<file path="src/rtl/interface_hcsr04_multi_pkg.sv">
// Shared state codes, 50 MHz default timing constants and sizing helper
// for the multi-channel HC-SR04 interface.
package interface_hcsr04_multi_pkg;

    typedef enum logic [3:0] {
        INICIAL     = 4'd0,
        PREPARA     = 4'd1,
        TRIGGER     = 4'd2,
        ESPERA_ECHO = 4'd3,
        MEDINDO     = 4'd4,
        REGISTRA    = 4'd5,
        PAUSA       = 4'd6,
        FINAL       = 4'd7
    } estado_t;

    localparam int DEF_N_CANAIS       = 2;
    localparam int DEF_LARGURA        = 12;
    localparam int DEF_CICLOS_TRIGGER = 500;
    localparam int DEF_CICLOS_CM      = 2941;
    localparam int DEF_TIMEOUT_CM     = 400;
    localparam int DEF_CICLOS_PAUSA   = 3_000_000;

    // Bits needed for a counter that must hold the value maximo.
    function automatic int largura_contador(input int maximo);
        return (maximo < 2) ? 1 : $clog2(maximo + 1);
    endfunction

endpackage

</file>
<file path="src/rtl/interface_hcsr04_multi_contador_cm.sv">
// Echo-width to centimetre converter: tick divider, saturating cm counter,
// half-cm flag for rounding and elapsed-time timeout compare.
module hcsr04_contador_cm
    import interface_hcsr04_multi_pkg::*;
#(
    parameter int LARGURA    = DEF_LARGURA,
    parameter int CICLOS_CM  = DEF_CICLOS_CM,
    parameter int TIMEOUT_CM = DEF_TIMEOUT_CM
) (
    input  logic               clock,
    input  logic               reset,
    input  logic               zera,
    input  logic               conta,
    output logic [LARGURA-1:0] cm,
    output logic               meio,
    output logic               fim_timeout
);

    localparam int LIMITE = TIMEOUT_CM * CICLOS_CM;
    localparam int TW     = largura_contador(CICLOS_CM - 1);
    localparam int EW     = largura_contador(LIMITE);

    logic [TW-1:0]      tick_q, tick_d;
    logic [LARGURA-1:0] cm_q, cm_d;
    logic [EW-1:0]      decorrido_q, decorrido_d;

    // NOTE: every always_comb output gets a default first, so no path leaves it unassigned (no latch).
    always_comb begin
        tick_d      = tick_q;
        cm_d        = cm_q;
        decorrido_d = decorrido_q;
        if (zera) begin
            tick_d      = '0;
            cm_d        = '0;
            decorrido_d = '0;
        end else begin
            // Elapsed time runs whether or not echo is high; it stops at the limit.
            if (decorrido_q != EW'(LIMITE)) decorrido_d = decorrido_q + EW'(1);
            if (conta) begin
                if (tick_q == TW'(CICLOS_CM - 1)) begin
                    tick_d = '0;
                    if (cm_q != '1) cm_d = cm_q + LARGURA'(1);
                end else begin
                    tick_d = tick_q + TW'(1);
                end
            end
        end
    end

    // NOTE: sequential state uses non-blocking assignments so all registers update together.
    always_ff @(posedge clock or negedge reset) begin
        if (!reset) begin
            tick_q      <= '0;
            cm_q        <= '0;
            decorrido_q <= '0;
        end else begin
            tick_q      <= tick_d;
            cm_q        <= cm_d;
            decorrido_q <= decorrido_d;
        end
    end

    assign cm          = cm_q;
    assign meio        = (tick_q >= TW'(CICLOS_CM / 2));
    assign fim_timeout = (decorrido_q == EW'(LIMITE));

endmodule

</file>
<file path="src/rtl/interface_hcsr04_multi.sv">
// Round-robin HC-SR04 controller: triggers one sensor at a time, measures the
// synchronized echo width in cm and keeps the last result per channel.
module interface_hcsr04_multi
    import interface_hcsr04_multi_pkg::*;
#(
    parameter int N_CANAIS       = DEF_N_CANAIS,
    parameter int LARGURA        = DEF_LARGURA,
    parameter int CICLOS_TRIGGER = DEF_CICLOS_TRIGGER,
    parameter int CICLOS_CM      = DEF_CICLOS_CM,
    parameter int TIMEOUT_CM     = DEF_TIMEOUT_CM,
    parameter int CICLOS_PAUSA   = DEF_CICLOS_PAUSA
) (
    input  logic                          clock,
    input  logic                          reset,
    input  logic                          medir,
    input  logic                          continuo,
    input  logic [N_CANAIS-1:0]           echo,
    output logic [N_CANAIS-1:0]           trigger,
    output logic [N_CANAIS*LARGURA-1:0]   medida,
    output logic [N_CANAIS-1:0]           timeout,
    output logic                          pronto,
    output logic [2:0]                    canal,
    output logic [3:0]                    db_estado
);

    localparam int CW = largura_contador(
        (CICLOS_TRIGGER > CICLOS_PAUSA) ? CICLOS_TRIGGER : CICLOS_PAUSA);

    estado_t                        estado_q, estado_d;
    logic [2:0]                     canal_q, canal_d;
    logic [CW-1:0]                  cnt_q, cnt_d;
    logic                           tmo_q, tmo_d;
    logic [N_CANAIS-1:0]            trigger_q, trigger_d;
    logic [N_CANAIS*LARGURA-1:0]    medida_q, medida_d;
    logic [N_CANAIS-1:0]            timeout_q, timeout_d;
    logic                           pronto_q, pronto_d;

    logic [N_CANAIS-1:0]            echo_m_q, echo_s_q, echo_p_q;
    logic [N_CANAIS-1:0]            sel_atual, sel_prox;
    logic                           echo_sel, echo_ant, subida;
    logic                           zera, conta, meio, fim_timeout;
    logic [LARGURA-1:0]             cm, valor;

    // Two-flop synchronizer plus one delay stage for edge detection.
    always_ff @(posedge clock or negedge reset) begin
        if (!reset) begin
            echo_m_q <= '0;
            echo_s_q <= '0;
            echo_p_q <= '0;
        end else begin
            echo_m_q <= echo;
            echo_s_q <= echo_m_q;
            echo_p_q <= echo_s_q;
        end
    end

    assign sel_atual = N_CANAIS'(1) << canal_q;
    assign sel_prox  = N_CANAIS'(1) << canal_d;
    assign echo_sel  = |(echo_s_q & sel_atual);
    assign echo_ant  = |(echo_p_q & sel_atual);
    assign subida    = echo_sel & ~echo_ant;

    // The rising-edge cycle is counted too, so cm covers every high clock of echo.
    assign zera  = !(estado_q == ESPERA_ECHO || estado_q == MEDINDO);
    assign conta = (estado_q == ESPERA_ECHO && subida) || (estado_q == MEDINDO && echo_sel);
    assign valor = (meio && cm != '1) ? cm + LARGURA'(1) : cm;

    hcsr04_contador_cm #(
        .LARGURA    (LARGURA),
        .CICLOS_CM  (CICLOS_CM),
        .TIMEOUT_CM (TIMEOUT_CM)
    ) u_contador (
        .clock       (clock),
        .reset       (reset),
        .zera        (zera),
        .conta       (conta),
        .cm          (cm),
        .meio        (meio),
        .fim_timeout (fim_timeout)
    );

    always_comb begin
        estado_d  = estado_q;
        canal_d   = canal_q;
        cnt_d     = '0;
        tmo_d     = tmo_q;
        medida_d  = medida_q;
        timeout_d = timeout_q;
        case (estado_q)
            INICIAL: begin
                if (medir || continuo) begin
                    estado_d = PREPARA;
                    canal_d  = '0;
                end
            end
            PREPARA: begin
                estado_d = TRIGGER;
                tmo_d    = 1'b0;
            end
            TRIGGER: begin
                if (cnt_q == CW'(CICLOS_TRIGGER - 1)) estado_d = ESPERA_ECHO;
                else                                  cnt_d    = cnt_q + CW'(1);
            end
            ESPERA_ECHO: begin
                if (fim_timeout) begin
                    estado_d = REGISTRA;
                    tmo_d    = 1'b1;
                end else if (subida) begin
                    estado_d = MEDINDO;
                end
            end
            MEDINDO: begin
                if (fim_timeout) begin
                    estado_d = REGISTRA;
                    tmo_d    = 1'b1;
                end else if (!echo_sel) begin
                    estado_d = REGISTRA;
                end
            end
            REGISTRA: begin
                for (int k = 0; k < N_CANAIS; k++) begin
                    if (canal_q == 3'(k))
                        medida_d[k*LARGURA +: LARGURA] = tmo_q ? LARGURA'(TIMEOUT_CM) : valor;
                end
                timeout_d = (timeout_q & ~sel_atual) | (tmo_q ? sel_atual : '0);
                estado_d  = PAUSA;
            end
            PAUSA: begin
                if (cnt_q == CW'(CICLOS_PAUSA - 1)) begin
                    if (canal_q == 3'(N_CANAIS - 1)) begin
                        estado_d = FINAL;
                    end else begin
                        estado_d = PREPARA;
                        canal_d  = canal_q + 3'd1;
                    end
                end else begin
                    cnt_d = cnt_q + CW'(1);
                end
            end
            FINAL: begin
                if (continuo) begin
                    estado_d = PREPARA;
                    canal_d  = '0;
                end else begin
                    estado_d = INICIAL;
                end
            end
            default: estado_d = INICIAL;
        endcase
    end

    // Pin outputs are registered from next-state so they are glitch-free and aligned with the state.
    assign trigger_d = (estado_d == TRIGGER) ? sel_prox : '0;
    assign pronto_d  = (estado_d == FINAL);

    always_ff @(posedge clock or negedge reset) begin
        if (!reset) begin
            estado_q  <= INICIAL;
            canal_q   <= '0;
            cnt_q     <= '0;
            tmo_q     <= 1'b0;
            trigger_q <= '0;
            medida_q  <= '0;
            timeout_q <= '0;
            pronto_q  <= 1'b0;
        end else begin
            estado_q  <= estado_d;
            canal_q   <= canal_d;
            cnt_q     <= cnt_d;
            tmo_q     <= tmo_d;
            trigger_q <= trigger_d;
            medida_q  <= medida_d;
            timeout_q <= timeout_d;
            pronto_q  <= pronto_d;
        end
    end

    assign trigger   = trigger_q;
    assign medida    = medida_q;
    assign timeout   = timeout_q;
    assign pronto    = pronto_q;
    assign canal     = canal_q;
    assign db_estado = estado_q;

endmodule

</file>
<file path="config.mk">
export PLATFORM = sky130hd
export DESIGN_NAME = interface_hcsr04_multi
export DESIGN_NICKNAME = d
export VERILOG_FILES = /design/src/rtl/interface_hcsr04_multi_pkg.sv /design/src/rtl/interface_hcsr04_multi_contador_cm.sv /design/src/rtl/interface_hcsr04_multi.sv
export SDC_FILE = /design/constraint.sdc
export NUM_CORES = 1
export LEC_CHECK = 0
export ABC_AREA = 1
export CORE_MARGIN = 4
export CORE_UTILIZATION = 64
export DETAILED_ROUTE_END_ITERATION = 8
export GPL_TIMING_DRIVEN = 0
export PLACE_DENSITY = 0.83
export SLEW_MARGIN = 20
export SYNTH_ARGS = -nofsm -noshare
export SYNTH_HDL_FRONTEND = slang
export SYNTH_SLANG_ARGS = --single-unit
export TNS_END_PERCENT = 30
</file>
<file path="constraint.sdc">
create_clock -name clock -period 2.9 [get_ports clock]
set_clock_uncertainty 0.05 [all_clocks]
set_input_delay 0.29 -clock clock [delete_from_list [all_inputs] [get_ports clock]]
set_output_delay 0.29 -clock clock [all_outputs]
set_load 0.005 [all_outputs]
</file>
Yosys cells after proc, flatten, opt, wreduce, memory -nomap -nowiden
Cells that the tools add are included.
- input port bits: 6
- output and inout port bits: 36
- logic and storage cells: 100
- flip-flop bits (word level): 110
- reduce and logical (&&, ||, !) cells: 16
- bitwise operators: 7
- shifts and indexed selects: 2
- mux-type cells: 33
- equality and inequality tests: 21
- order comparisons: 1
- add/sub/neg operators: 5
- operators by type and width (cell ; number):
    2-to-1 mux 12 bit ; 9
    2-to-1 mux 22 bit ; 2
    one-hot mux 22 bit (2 select lines) ; 1
    2-to-1 mux 21 bit ; 2
    one-hot mux 4 bit (8 select lines) ; 1
    2-to-1 mux 4 bit ; 7
    adder 12 x 1 -> 12 bit (second input constant) ; 2
    adder 22 x 1 -> 22 bit (second input constant) ; 1
    equality test 22 bit (second input constant) ; 1
    equality test 22 x 9 -> 1 bit (second input constant) ; 1
    adder 21 x 1 -> 21 bit (second input constant) ; 1
    equality test 21 bit (second input constant) ; 1
    != test 21 bit (second input constant) ; 1
    equality test 4 x 3 -> 1 bit (second input constant) ; 5
    2-to-1 mux 3 bit ; 5
    equality test 12 bit (second input constant) ; 1
    equality test 4 x 2 -> 1 bit (second input constant) ; 3
    >= comparator 12 x 11 -> 1 bit (second input constant) ; 1
    != test 12 bit (second input constant) ; 1
    one-hot mux 3 bit (3 select lines) ; 1
    != test 2 x 1 -> 1 bit (second input constant) ; 4
    bitwise AND 2 bit ; 3
    AND reduction 2 bit ; 3
    OR reduction 2 bit ; 3
    18 further kinds ; 25

Depth between registers and ports, before layout
Gate-level depths: netlist of run 1.
- depth after elaboration: 10
- gate-level depth with buffers: 13
- gate-level depth less buffers: 12

By module
Synthesis of run 1 repeated with hierarchy kept, for this count alone.
- cell total of the unflattened synthesis: 891
- area total of the unflattened synthesis: 6515.0 um^2
- modules (own cells, without submodules) (module ; cells each ; seq. area each (um^2) ; area an instance (um^2) ; instances):
    interface_hcsr04_multi ; 490 ; 1626.6 ; 3673.5 ; 1
    hcsr04_contador_cm ; 401 ; 1126.1 ; 2841.5 ; 1

Worst setup path before layout of run 1
No wires, ideal clock.
- kind: register to register
- start point: register u_contador.cm_q[0] (netlist: u_contador.cm[0])
- end point: register u_contador.cm_q[0] (netlist: u_contador.cm[0])
- stages on the path, launching flop included: 12
- slack: 1.092 ns
- arrival: 1.632 ns
- period minus slack after synthesis: 1.808 ns
- buffers on the path: 0
- library setup time: 0.127 ns
- path through: dfrtp_1 ha_1 nand3_1 nor2_1 nand3_1 nor2_1 nand3_1 inv_1 nor2_1 nand2_2 nand2_2 o21ai_0
- cells in the longest elaborated chain, start to end: 5
- ends and longest elaborated chain (item ; line ; RTL):
    start: declaration ; interface_hcsr04_multi_contador_cm.sv:24 ; logic [LARGURA-1:0] cm_q, cm_d;
    start signal: assignment ; interface_hcsr04_multi_contador_cm.sv:58 ; cm_q <= cm_d;
    adder 12 x 1 -> 12 bit ; interface_hcsr04_multi_contador_cm.sv:42 ; if (cm_q != '1) cm_d = cm_q + LARGURA'(1);
    2-to-1 mux 12 bit ; interface_hcsr04_multi_contador_cm.sv:42 ;
    2-to-1 mux 12 bit ; interface_hcsr04_multi_contador_cm.sv:40 ; if (tick_q == TW'(CICLOS_CM - 1)) begin
    2-to-1 mux 12 bit ; interface_hcsr04_multi_contador_cm.sv:39 ; if (conta) begin
    2-to-1 mux 12 bit ; interface_hcsr04_multi_contador_cm.sv:32 ; if (zera) begin
Parallel ways exist; a longest one is shown, timed or not. The select of a mux whose other input is x is not followed.
A chain may end at the register's enable or synchronous reset.

Worst setup path in the final report of run 1
- start point: register u_contador.cm_q[0] (netlist: u_contador.cm[0])
- end point: register u_contador.cm_q[10] (netlist: u_contador.cm[10])
Same word-level chain as after synthesis.

==> results of run 1 <==
==> routing by layer <==
metal / vias to the layer above / track usage, %
met2: 209 / 41.6
met1: 2583 / 35.0
li1: 2678 / -
met3: 18 / 3.77
met4: 0 / 6.94
met5: - / 0
==> worst reg2reg max path: cells and delay by family (launching register included) <==
family	cells	cell delay (ns)
and+or+nand+nor	8	1.30
DFF	1	0.41
adders and majority gates	1	0.23
AOI/OAI and AO/OA	1	0.12
buffers and inverters	1	0.08
==> Yosys cell counts <==
cell / n / area, um2
buf_2: 8 / 40.0
nand3_1: 74 / 370
inv_1: 103 / 387
nand2_2: 4 / 25.0
a21oi_2: 1 / 8.76
dfrtp_1: 110 / 2750
clkbuf_1: 4 / 15.0
inv_2: 7 / 26.3
nor2_2: 3 / 18.8
or2_2: 2 / 12.5
nand4_1: 37 / 231
o22ai_1: 1 / 6.26
nor3_1: 26 / 130
o31ai_1: 2 / 15.0
nor2_4: 2 / 22.5
a31oi_1: 4 / 25.0
xnor2_1: 4 / 35.0
nor4_1: 3 / 18.8
conb_1: 1 / 3.75
ha_1: 10 / 125
nand2_4: 1 / 11.3
o211ai_1: 1 / 7.51
nor2_1: 94 / 353
o211a_1: 1 / 10.0
nand3b_1: 4 / 30.0
nand2_1: 185 / 694
o21ai_1: 1 / 5.00
xor2_1: 22 / 193
nor3_4: 1 / 16.3
inv_4: 1 / 6.26
a21oi_1: 31 / 155
o21ai_0: 39 / 195
o21a_1: 4 / 30.0
a22oi_2: 1 / 12.5
buf_6: 2 / 22.5
==> cell families after synthesis <==
family | after synthesis | share of synthesized area, %
buffers and inverters | 125 | 8.26
other | 1 | 0.0624
AO/OA/AOI/OAI | 86 | 7.83
AND/OR/NAND/NOR | 436 | 32.2
XOR/XNOR | 26 | 3.79
adder cells (fa/ha/maj) | 10 | 2.08
flip-flops | 110 | 45.8
==> registers in the layout, summed over array words and instances (netlist names), named ones only <==
name,flops
medida,24
trigger,2
canal,3
echo_m_q,2
tmo_q,1
u_contador.tick_q,12
cnt_q,22
db_estado,4
echo_s_q,2
u_contador.cm,12
echo_p_q,2
u_contador.decorrido_q,21
pronto,1
==> how the worst max path moves through the flow <==
stage	slack (ns)	end	cells past startpoint	startpoint
3_5_place_dp	0.63	u_contador.cm[10]	11	u_contador.cm[0]
5_1_grt	0.36	u_contador.cm[8]	11	u_contador.cm[0]
3_3_place_gp	-2.52	u_contador.decorrido_q[14]	1	reset
4_1_cts	0.60	u_contador.cm[10]	11	u_contador.cm[0]
6_report	0.58	u_contador.cm[10]	11	u_contador.cm[0]
2_1_floorplan	1.09	u_contador.cm[0]	11	u_contador.cm[0]
==> stage by stage <==
step                      total power [mW]  hold WS, ns  std cells  cell area [um2]
after floorplan                       1.74      -0.0556        794             6010
after global placement                1.84        0.282        946             6560
after detailed placement              1.85        0.165        947             6590
after CTS                             2.84        0.277        964             6810
after global routing                  2.93        0.274        964             6810
final                                 2.82        0.276        964             6810
==> final cells by class <==
| cell class | instances | share of cell area (%) |
|---|---|---|
| multi-input combinational | 559 | 40.5 |
| buffer | 14 | 1.14 |
| inverter | 111 | 6.15 |
| timing repair buffer | 43 | 6.59 |
| tap | 111 | 2.04 |
| clock inverter | 6 | 1.10 |
| sequential | 110 | 40.4 |
| clock buffer | 10 | 2.02 |
==> report_power, final <==
part	internal, mW	switching [mW]	total [mW]
logic	0.0771	0.162	0.239
registers	1.56	0.0315	1.59
clock network	0.437	0.558	0.995
==> repair_timing <==
action / in CTS / in global routing
gates resized for setup: 0 / 0
hold buffers: 1 / 0
setup endpoints to repair: 0 / 0
buffers inserted: 0 / 0
endpoints found under the hold margin: 37 / 0
==> results.txt, run 1 <==
The least setup slack across all paths after layout was 0.582 ns. The clock net sink count came out at 110. The tools report the type of element launching the critical path as a register.

Summing all flip-flop and latch instances after layout gives 0.00275 mm2. The worst hold path terminates at echo_m_q[0]. The worst hold path begins at echo[0]. The tools report the post-detailed-route DRC marker count as 0. The number of levels in the clock H-tree was 3; the average instance area after synthesis was 7.57 um2.

The tools report the insertion delay to the later sink of the worst-skew pair as 0.39 ns. The first detailed-routing pass ran for 5 iterations. The worst register-to-register path has a depth of 11.

Data arrives at the worst endpoint at 2.54 ns. Worst setup slack before clock tree synthesis: 0.626 ns. Max-cap violations in this run came to 0. Input and output buffers added on the ports amount to 41. Measured on the finished design, the core utilization comes to 74.1%. Detailed placement finished with a half-perimeter wire length of 10000 um. TritonCTS built the clock tree.

The count of different cell masters after synthesis was 35. The hold violation total from the final report was 0. For the number of global-route vias before repair, the log shows 5125. The total count of max-transition violations in the final report was 0; the global-route wire length before repair was 23200 um. The floorplan has 35 rows.

Dividing the detail-routed wire length by the instance count gives 14.0 um. Summed over all layers, the global routing overflow is 0. Highest metal layer with signal wires: met4. The accumulated negative setup slack is 0 ns. The kind of critical path is reg2reg. The number of buffers and inverters on the critical path is 1. In this run the remaining antenna-violating nets after routing total 0. In the layout the commonest cells are nand2_1 (185), dfrtp_1 (110), inv_1 (103), nor2_1 (94), nand3_1 (74). The number of antenna violations at the first check in global routing came out at 0. Setup repair after global routing left no endpoint under its margin. The actual transition at the worst max-transition pin was 0.673 ns; the largest net degree at the start of global routing was 74. After the last flow step, the layout net total stands at 864. The I/O pin count was 42; the achievable clock frequency was 431 MHz. The die is 105 um tall. After clock tree synthesis, the clock-pin slew on the worst setup and hold paths is 0.11 ns. Global routing used 25.2% of the available tracks. The antenna diode count was 0. For the area of the multi-input gates, the log shows 0.00276 mm2. The gate count after technology mapping was 794; the net count after synthesis was 810. Summing every instance area after synthesis gives 0.00601 mm2.

STA classifies the critical path endpoint as a register. The signal on the critical path passes through ha_1 -> nand3_1 -> nor2_1 -> nand3_1 -> nor2_1 -> nand3_1 -> inv_1 -> nor2_1 -> nand2_2 -> nand2_2 -> o21ai_0. The data required time at the worst endpoint was 3.12 ns; the routability congestion estimate from global placement was 0.919. The worst-path maximum fanout was 10. In the final layout, the share of cells above drive strength 1 is 5.98%. The run finished with clean final reports. In this run the worst hold path is classified as in2reg.

For this design the static power due to leakage is 3.22 nW. Leaving out fill and tap cells, the most frequent cell in the layout is nand2_1. Measured along the x axis, the die boundary spans 105 um.

The placeable core region is 0.00920 mm2, and the ratio of final minimum period to clock period is 79.9%. Across all layers, the routed design uses 5488 vias. The total of fill cells in the finished design came out at 696. For this design the ratio of total power to cell area is 414 mW/mm2. The Yosys step of the flow raised 0 warnings. In this run the register-to-register setup slack is 0.58 ns. Clock tree synthesis inserted a total of 9 buffers. The depth of the worst hold-timing path works out to 1.

For this block, wires on met1 add up to 6040 um. The maximum cell stage delay along the critical path is 0.43 ns, and the total die area is 0.0110 mm2. The worst pin sits at a relative slew slack of 54.8%. Cell with the largest stage delay on the worst path: nor2_1. The initial utilization of the core area, before any placement, comes to 65.4%. IR analysis of the VDD net gives a maximum drop of 0.238 mV. Share of synthesized area occupied by flip-flops and latches: 45.8%.

In this run the critical register-to-register path is captured at u_contador.cm[10]. The cell family with the largest share of critical-path delay is simple AND/OR/NAND/NOR gates. The number of DRC markers after the initial detailed-route iteration is 486, and the number of vias per cell is 5.69. Synthesis inferred 110 register bits. Detailed routing placed a total of 6520 um of wire on met2.

In this run the critical register-to-register path is launched from u_contador.cm[0]. For the routed wire length on met3, the log shows 799 um. For the buffer depth of the longest clock path, the log shows 2. Subtracting the final worst setup slack from the clock period gives 2.32 ns.

Setup violations remaining at the end of the flow were counted as 0. The wire length after detailed routing is 13500 um. The area added between synthesis and finish works out to 13.3%.

The tools report the buffer cell driving the clock tree root as clkbuf_8.
Note: power is estimated with default switching activity, not from simulation.
==> run 2: changes to the inputs <==
--- a/config.mk
+++ b/config.mk
@@ -7,10 +7,10 @@
 export LEC_CHECK = 0
 export ABC_AREA = 1
 export CORE_MARGIN = 4
-export CORE_UTILIZATION = 64
+export CORE_UTILIZATION = 54
 export DETAILED_ROUTE_END_ITERATION = 8
 export GPL_TIMING_DRIVEN = 0
-export PLACE_DENSITY = 0.83
+export PLACE_DENSITY = 0.74
 export SLEW_MARGIN = 20
 export SYNTH_ARGS = -nofsm -noshare
 export SYNTH_HDL_FRONTEND = slang
==> constraint.sdc (replaced) <==
create_clock -name clock -period 2.1 [get_ports clock]
set_clock_uncertainty 0.05 [all_clocks]
set_input_delay 0.21 -clock clock [delete_from_list [all_inputs] [get_ports clock]]
set_output_delay 0.21 -clock clock [all_outputs]
set_load 0.005 [all_outputs]
==> results.txt, run 2 (synthesized netlist as in run 1, its figures left out) <==
The ratio of final minimum period to clock period is 94.3% (was 79.9%), and the cell internal power dissipation is 3.00 mW (was 2.07 mW). The signal arrival time at the worst endpoint came out at 2.21 ns (was 2.54 ns). Class of the most critical hold timing path: in2reg (unchanged). The run gives 23800 um (was 23200 um) as the global-route wire length before repair. The starting density of the core was 55.2% (was 65.4%); the fraction of power spent switching nets was 25.2% (was 26.6%). The actual transition at the worst max-transition pin is 0.621 ns (was 0.673 ns). Worst-path maximum fanout: 10 (unchanged).

The clock transition at the registers of the reported paths was 0.10 ns (was 0.11 ns). The number of vias per cell was 5.45 (was 5.69). The tools report the sequential cell area in the final layout as 0.00276 mm2 (was 0.00275 mm2).

For the fraction of power consumed by sequential logic, the log shows 54.7% (was 56.3%). The tools report the switching power as 1.01 mW (was 0.751 mW). The tools report the largest net degree at the start of global routing as 70 (was 74). The logs give 0 (unchanged) for the number of antenna violations at the first check in global routing and 2 (unchanged) for the buffer depth of the longest clock path. For the count of nets left with antenna violations after detail routing, the log shows 0 (unchanged). The quantity of I/O buffers inserted on ports is 41 (unchanged).

The total number of vias was 5414 (was 5488). Hold path startpoint: echo[1] (was echo[0]). The flop-to-flop setup slack came out at 0.12 ns (was 0.58 ns). For the peak supply drop, the log shows 0.470 mV (was 0.238 mV).

The logs give 0.0109 mm2 (was 0.00920 mm2) for the placeable core region and 0.00698 mm2 (was 0.00681 mm2) for the post-route cell area. Commonest cells after routing, fill and taps aside: nand2_1 (183), dfrtp_1 (108), inv_1 (101), nor2_1 (85), nand3_1 (70) (was nand2_1 (185), dfrtp_1 (110), inv_1 (103), nor2_1 (94), nand3_1 (74)). The run gives 5 (unchanged) as the iteration count of the initial detailed-routing pass. Worst reg-to-reg path cell count: 11 (unchanged). The hold slack is 0.206 ns (was 0.276 ns), and the post-place instance area is 0.00663 mm2 (was 0.00659 mm2).

The leading cell type in the layout, fill and taps excluded was nand2_1 (unchanged). The flow ran to the end, and the final reports show no timing, DRC or antenna violations. The tools report the worst hold path endpoint as echo_m_q[1] (was echo_m_q[0]). The total overflow reported by the global router is 0 (unchanged). The tools report the startpoint of the lowest-slack register-to-register path as db_estado[2] (was u_contador.cm[0]). Routability congestion estimate from global placement: 0.933 (was 0.919).

The logs give 450 (was 486) for the number of DRC markers after the initial detailed-route iteration and 2.33 ns (was 3.12 ns) for the data required time at the worst endpoint. The tools report the total count of max-transition violations in the final report as 0 (unchanged). The total routing resource utilization after global routing was 22.5% (was 25.2%); the total die area was 0.0129 mm2 (was 0.0110 mm2). Setup repair after global routing could not meet its margin everywhere. The count of standard-cell rows came out at 38 (was 35). TritonCTS built the clock tree.

The tools report the type of element launching the critical path as a register (unchanged). The areal power density over the cells is 575 mW/mm2 (was 414 mW/mm2). The logs give 5069 (was 5125) for the number of global-route vias before repair and 0.00285 mm2 (was 0.00276 mm2) for the area of the multi-input gates. The insertion delay to the later sink of the worst-skew pair came out at 0.39 ns (about the same).

The fraction of the core area covered by cells at the end of the flow was 64.1% (was 74.1%). The tools report the leakage power total as 3.22 nW (about the same). The flip-flop count of the largest register, all copies and words added is 24 (unchanged). The headroom to the max-slew limit is 58.6% (was 54.8%). The tools report the endpoint of the worst register-to-register path as u_contador.tick_q[7] (was u_contador.cm[10]). Kind of critical path: reg2reg (unchanged). The average detailed-routed wire length per instance is 13.9 um (was 14.0 um). The max capacitance violation total is 0 (unchanged). The power share of the clock group was 37.0% (was 35.3%); the wire length after detailed routing was 13800 um (was 13500 um).

The number of levels in the clock H-tree was 3 (unchanged); the number of nets in the final layout was 865 (was 864). The depth of the worst hold-timing path is 1 (unchanged), and the clock net sink count is 110 (unchanged). The run gives 0 (unchanged) as the post-detailed-route DRC marker count. The achievable clock frequency was 505 MHz (was 431 MHz); the half-perimeter wire length after detailed placement was 10100 um (was 10000 um). The capturing element type of the critical path was a register (unchanged). The area added between synthesis and finish was 16.1% (was 13.3%); the hold violation total from the final report was 0 (unchanged).

The clock period minus final worst setup slack was 1.98 ns (was 2.32 ns); the die span in x was 114 um (was 105 um). The run gives 8.3% (was 8.5%) as the share of power burned in combinational logic. The count of final setup violators was 0 (unchanged); the total CTS buffers was 9 (unchanged).

Buffer cell driving the clock tree root: clkbuf_8 (unchanged). The antenna diode count is 0 (unchanged), and the share of post-route cells with drive strength above 1 is 8.67% (was 5.98%). The run gives 42 (unchanged) as the I/O pin count. The total of fill cells in the finished design was 963 (was 696); the die height was 114 um (was 105 um).
-- run 2: cell count changes in the layout (fill, tap and decap cells not counted), sizes merged --
cell	change
bufinv	+1
clkbuf	+4
clkinv	-1
buf	-1
inv	-2
-- run 2: worst max-delay path by stage --
stage / start / to / slack, ns / depth (start not counted)
floorplan: u_contador.cm[0] / u_contador.cm[0] / 0.29 / 11
global placement: reset / echo_m_q[0] / -3.31 / 1
detailed placement: u_contador.cm[0] / u_contador.cm[9] / -0.18 / 11
CTS: u_contador.cm[0] / u_contador.cm[11] / 0.02 / 11
global route: db_estado[3] / u_contador.tick_q[7] / -0.03 / 11
finish: db_estado[2] / u_contador.tick_q[7] / 0.12 / 11
-- run 2: worst max-delay path, cell delays in order, from the launching register on --
cell and delay, ns:
dfrtp_1 0.43, inv_1 0.11, nand2_1 0.11, nor3_4 0.20, inv_2 0.07, nand2_4 0.10, inv_4 0.08, nor2_4 0.22
inv_2 0.12, buf_6 0.16, a31oi_1 0.15, nor2_1 0.06
-- run 2: cell type report --
cell class,instances,area share [%]
buffer,14,1.22
clock buffer,12,2.22
clock inverter,4,1.09
inverter,111,6.01
multi-input combinational,559,40.9
sequential,110,39.5
tap,140,2.51
timing repair buffer,44,6.55
-- run 2: power by group through the flow --
stage | clock network, mW | registers (mW) | logic (mW)
floorplan | 0 | 2.22 | 0.178
global placement | 0 | 2.23 | 0.313
detailed placement | 0 | 2.23 | 0.328
CTS | 1.52 | 2.19 | 0.333
global route | 1.60 | 2.20 | 0.379
finish | 1.48 | 2.19 | 0.335
-- run 2: layer usage --
metal	part of all wire, %	track usage (%)
met2	46	35.6
met5	0	0
met3	5.1	3.66
met1	47	31.5
met4	1.5	8.09
-- run 2: timing repair --
action / CTS / global route
setup endpoints to repair: 14 / 65
hold buffers: 1 / 0
pin swaps: 0 / 2
endpoints found under the hold margin: 41 / 0
buffers inserted: 0 / 1
gates resized for setup: 6 / 32
-- run 2: metrics by stage --
step / setup WS (ns) / cells / TNS (ns) / total power, mW
2_1_floorplan: 0.292 / 794 / 0 / 2.40
3_3_place_gp: -3.31 / 975 / -364.39 / 2.54
3_5_place_dp: -0.175 / 976 / -1.24 / 2.56
4_1_cts: 0.0243 / 993 / 0 / 4.04
5_1_grt: -0.0307 / 994 / -0.0429 / 4.18
6_report: 0.120 / 994 / 0 / 4.01
